--- config.mk ---
export PLATFORM = sky130hd
export DESIGN_NAME = key_conditioner
export DESIGN_NICKNAME = d
export VERILOG_FILES = /design/src/rtl/key_conditioner.sv
export SDC_FILE = /design/constraint.sdc
export NUM_CORES = 1
export LEC_CHECK = 0
export CORE_AREA = 2 2 180 182
export DETAILED_ROUTE_END_ITERATION = 6
export DIE_AREA = 0 0 182 184
export PLACE_DENSITY = 0.54
export SLEW_MARGIN = 20
export SYNTH_ARGS = -nofsm -noshare
export SYNTH_HDL_FRONTEND = slang
export SYNTH_SLANG_ARGS = --single-unit
--- constraint.sdc ---
create_clock -name clk -period 2.33 [get_ports clk]
set_clock_uncertainty 0.15 [all_clocks]
set_input_delay 0.466 -clock clk [delete_from_list [all_inputs] [get_ports clk]]
set_output_delay 0.466 -clock clk [all_outputs]
set_load 0.1 [all_outputs]
--- src/rtl/key_conditioner.sv ---
// Per-key synchroniser, debouncer and edge/long-press/toggle generator for active-low push buttons.
// Every key channel is fully independent; all outputs are registered.
//
// state     | meaning
// ----------|--------------------------------------------------------------
// IDLE      | released and stable
// PRESS_CHK | synchronised input went low, counting stable low samples
// DOWN      | pressed and stable, hold counter running
// REL_CHK   | synchronised input went high, counting stable high samples
module key_conditioner #(
  parameter int NUM_KEYS          = 3,
  parameter int DEBOUNCE_CYCLES   = 1000000,
  parameter int LONG_PRESS_CYCLES = 50000000,
  parameter int CNT_W             = 32
) (
  input  logic                clk,
  input  logic                reset,
  input  logic [NUM_KEYS-1:0] key_n,
  output logic [NUM_KEYS-1:0] key_level,
  output logic [NUM_KEYS-1:0] key_press,
  output logic [NUM_KEYS-1:0] key_release,
  output logic [NUM_KEYS-1:0] key_long,
  output logic [NUM_KEYS-1:0] key_toggle
);

  typedef enum logic [1:0] {
    IDLE      = 2'd0,
    PRESS_CHK = 2'd1,
    DOWN      = 2'd2,
    REL_CHK   = 2'd3
  } state_e;

  localparam logic [CNT_W-1:0] DB_LAST = CNT_W'(DEBOUNCE_CYCLES - 1);
  localparam logic [CNT_W-1:0] LP_LAST = CNT_W'(LONG_PRESS_CYCLES - 1);
  localparam logic [CNT_W-1:0] LP_MAX  = CNT_W'(LONG_PRESS_CYCLES);
  localparam logic [CNT_W-1:0] ONE     = CNT_W'(1);

  for (genvar i = 0; i < NUM_KEYS; i++) begin : g_key
    logic             sync1_q, sync2_q;
    state_e           state_q;
    logic [CNT_W-1:0] dcnt_q, hcnt_q;
    logic             level_q, press_q, rel_q, long_q, tog_q;

    always_ff @(posedge clk) begin
      if (reset) begin
        // synchroniser resets to "released" so a held key is seen as a fresh press
        sync1_q <= 1'b1;
        sync2_q <= 1'b1;
        state_q <= IDLE;
        dcnt_q  <= '0;
        hcnt_q  <= '0;
        level_q <= 1'b0;
        press_q <= 1'b0;
        rel_q   <= 1'b0;
        long_q  <= 1'b0;
        tog_q   <= 1'b0;
      end else begin
        sync1_q <= key_n[i];
        sync2_q <= sync1_q;
        press_q <= 1'b0;
        rel_q   <= 1'b0;
        long_q  <= 1'b0;
        case (state_q)
          IDLE: begin
            if (!sync2_q) begin
              state_q <= PRESS_CHK;
              dcnt_q  <= '0;
            end
          end
          PRESS_CHK: begin
            if (sync2_q) begin
              state_q <= IDLE;
            end else if (dcnt_q == DB_LAST) begin
              state_q <= DOWN;
              press_q <= 1'b1;
              level_q <= 1'b1;
              tog_q   <= ~tog_q;
              hcnt_q  <= '0;
            end else begin
              dcnt_q <= dcnt_q + ONE;
            end
          end
          DOWN: begin
            if (sync2_q) begin
              state_q <= REL_CHK;
              dcnt_q  <= '0;
            end else if (hcnt_q != LP_MAX) begin
              // saturation at LP_MAX keeps key_long to one pulse per press
              hcnt_q <= hcnt_q + ONE;
              long_q <= (hcnt_q == LP_LAST);
            end
          end
          REL_CHK: begin
            if (!sync2_q) begin
              state_q <= DOWN;
            end else if (dcnt_q == DB_LAST) begin
              state_q <= IDLE;
              rel_q   <= 1'b1;
              level_q <= 1'b0;
            end else begin
              dcnt_q <= dcnt_q + ONE;
            end
          end
          default: state_q <= IDLE;
        endcase
      end
    end

    assign key_level[i]   = level_q;
    assign key_press[i]   = press_q;
    assign key_release[i] = rel_q;
    assign key_long[i]    = long_q;
    assign key_toggle[i]  = tog_q;
  end

endmodule

==> results_dict.tcl <==
set metrics [dict create \
    outcome "completed" \
    ios 20 \
    port_buffers 19 \
    postPlaceCellArea_um2 12900 \
    core-area_um2 31400 \
    nFillCells 3080 \
    cts_tree "done" \
    grt_max_degree 30 \
    synth_flop_cell "dfxtp_1" \
    syn_nets 1403 \
    r2r_slack_ns 0.09 \
    hp-start "reset" \
    p_switching_mw 1.75 \
    netSwitchingFraction 0.221 \
    intPower_mw 6.19 \
    grtUsageTotal 0.173 \
    via_count 10600 \
    relSlewSlack 0.515 \
    diodes 0 \
    required_ns 2.64 \
    drc 0 \
    synth_area_leaders "dfxtp_1 (39%), nor2_1 (5.1%), nand2_1 (4.4%), xnor2_1 (4.0%), nand3_1 (3.7%)" \
    drv_cap 0 \
    synth_top_area_share 0.393 \
    wl_per_cell_um 14.9 \
    r2r-end "g_key[2].hcnt_q[31]" \
    met2_length_mm 13.8 \
    final_cell_area_um2 14000 \
    grt_overflow 0 \
    antenna_left 0 \
    power_per_cell_area_nw_per_um2 567 \
    hold_viol 0 \
    max_freq_mhz 446 \
    hpwl_mm 20.4 \
    place_congestion 0.843 \
    min_period_ns 2.24 \
    tightest_slew_ns 0.728 \
    grt_pass1_wl_mm 49.2 \
    dieArea_um2 33500 \
    syn_area_per_cell_um2 8.03 \
    hold_path_class "input port to flip-flop" \
    die_w_um 182 \
    dieHeight_um 184 \
    cts_buffer_depth 3 \
    async_flop_share 0 \
    syn_area_um2 11200 \
    period_share 0.963 \
    topRoutingLayerUsed "met4" \
    holdPathEnd "g_key[1].press_q" \
    p_leak_nw 4.96 \
    worst_hold_path.num_cells 2 \
    synthDistinctLibCells 75 \
    crit_fanout 6 \
    rsz0062_at_grt "true" \
    combPwrFrac 0.032 \
    utilization 0.446 \
    worstReg2RegStart "g_key[2].hcnt_q[9]" \
    clkPwrFrac 0.492 \
    yosysWarnings 0 \
    antenna_found_initial 0 \
    initial_utilization 0.355 \
    clock_latency_ns 0.52 \
    h-tree-depth 1 \
    clock-sinks 219 \
    syn_inst 1389 \
    drt_first_pass_iters 5 \
    synth_common_cells "dfxtp_1 (219), nor2_1 (153), nand2_1 (130)" \
    cts-buffers-inserted 27 \
    crit_arrival_ns 2.55 \
    pwr-share-seq 0.476 \
    synth_seq_cells 219 \
    met1Wirelength_mm 14.4 \
    finalSetupViolations 0 \
    path_clk_slew_ns 0.06 \
    drive_above_1_share 0.206 \
    synth_top_cell_by_area "dfxtp_1" \
    nets 1570 \
    crit_type "flip-flop to flip-flop" \
    seq_area_um2 4390 \
    ys_seq_area_frac 0.393 \
    drv_slew 0 \
    hold_buffers 0 \
    drt-vias-per-instance 5.37 \
    reg2reg_depth 7 \
    synth.most_common_cell "dfxtp_1" \
    wl_met3_um 801 \
    cp-start-kind "flip-flop" \
    multi_input_area_um2 6490 \
    worst_setup_path_end_kind "flip-flop" \
    area_growth_pct 25.6 \
    cts_root_buf "clkbuf_16" \
    drt_iter0_markers 679 \
    grt_pass1_vias 10000 \
    rows 65 \
    ir_worst_vdd_mv 0.496 \
    drt-total-wl_mm 29.5 \
    synth-edff-count 0 \
]
-- stage by stage --
step	setup WS (ns)	hold WS (ns)	cells	total power, mW	TNS, ns
6_report	0.0863	0.150	1976	7.94	0
5_1_grt	-0.0487	0.168	1976	8.25	-0.164
4_1_cts	0.00356	0.143	1967	8.08	0
3_5_place_dp	-0.0510	0.249	1919	4.11	-0.294
3_3_place_gp	-0.0388	0.244	1919	4.11	-0.357
2_1_floorplan	0.0284	0.239	1389	4.02	0
-- worst max-delay path, cell delays in order (launching register included) --
cell and delay (ns):
dfxtp_1 0.33, buf_4 0.14, nand4_1 0.16, or4b_4 0.56, nor3_2 0.27, nand3_1 0.10, or3_1 0.32, a21oi_1 0.14
-- layout by cell type, fill, tap and decap left out, drive strengths merged, types with 20 or more instances in the layout --
cell and n:
a21oi 69, a31oi 47, and3 33, and4 20, buf 211, clkbuf 44, dfxtp 219, inv 35
nand2 130, nand3 83, nand4 49, nor2 154, nor3 72, nor4 46, o21ai 86, or3 28
xnor2 52, xor2 26
-- per-layer routing --
layer / GRT usage / vias to the layer above
met4: 0.0442 / 0
met5: 0 / -
li1: - / 5432
met1: 0.233 / 5003
met2: 0.295 / 152
met3: 0.0200 / 32
-- final cells by class --
cell class                      instances  area share
Timing Repair Buffer                  214       0.119
Tap cell                              402      0.0359
Sequential cell                       219       0.313
Clock buffer                           44      0.0578
Clock inverter                          3     0.00107
Multi-Input combinational cell       1059       0.464
Inverter                               35     0.00938
-- worst max-delay path by stage --
stage / from / end / slack [ns] / cells past startpoint
global placement: g_key[2].hcnt_q[8] / g_key[2].hcnt_q[22] / -0.04 / 6
global route: g_key[1].hcnt_q[2] / g_key[1].hcnt_q[22] / -0.05 / 8
detailed placement: g_key[1].dcnt_q[0] / g_key[1].hcnt_q[23] / -0.05 / 7
CTS: g_key[2].dcnt_q[15] / g_key[2].hcnt_q[10] / 0.004 / 7
floorplan: g_key[2].dcnt_q[0] / g_key[2].dcnt_q[9] / 0.03 / 8
finish: g_key[2].hcnt_q[9] / g_key[2].hcnt_q[31] / 0.09 / 7
-- flip-flops by register name, indices dropped and copies added (netlist names), named ones only --
name	count
g_key.long_q	3
g_key.rel_q	3
g_key.hcnt_q	96
g_key.tog_q	3
g_key.state_q	3
g_key.level_q	3
g_key.sync1_q	3
g_key.sync2_q	3
g_key.dcnt_q	96
g_key.press_q	3
-- power groups by stage --
| stage | Sequential [mW] | Combinational (mW) | Clock (mW) |
|---|---|---|---|
| 6_report | 3.78 | 0.255 | 3.91 |
| 3_5_place_dp | 3.86 | 0.248 | 0 |
| 5_1_grt | 3.78 | 0.278 | 4.20 |
| 3_3_place_gp | 3.86 | 0.248 | 0 |
| 2_1_floorplan | 3.85 | 0.167 | 0 |
| 4_1_cts | 3.78 | 0.248 | 4.05 |
-- timing repair --
| action | 4_1_cts | 5_1_grt |
|---|---|---|
| buffers inserted | 1 | 9 |
| gates resized for setup | 3 | 46 |
| endpoints found under the hold margin | 0 | 0 |
| setup endpoints to repair | 15 | 99 |
| pin swaps | 1 | 13 |
| cloned | 0 | 1 |
-- cell families after synthesis --
| family | after synthesis | share of synthesized area |
|---|---|---|
| and+or+nand+nor | 698 | 0.336 |
| AOI/OAI and AO/OA | 273 | 0.153 |
| DFF | 219 | 0.393 |
| buffers and inverters | 111 | 0.0458 |
| xor gates and xnor gates | 78 | 0.0619 |
| adders and majority gates | 9 | 0.0101 |
| muxes | 1 | 0.00101 |
(Power assumes the default switching activity.)
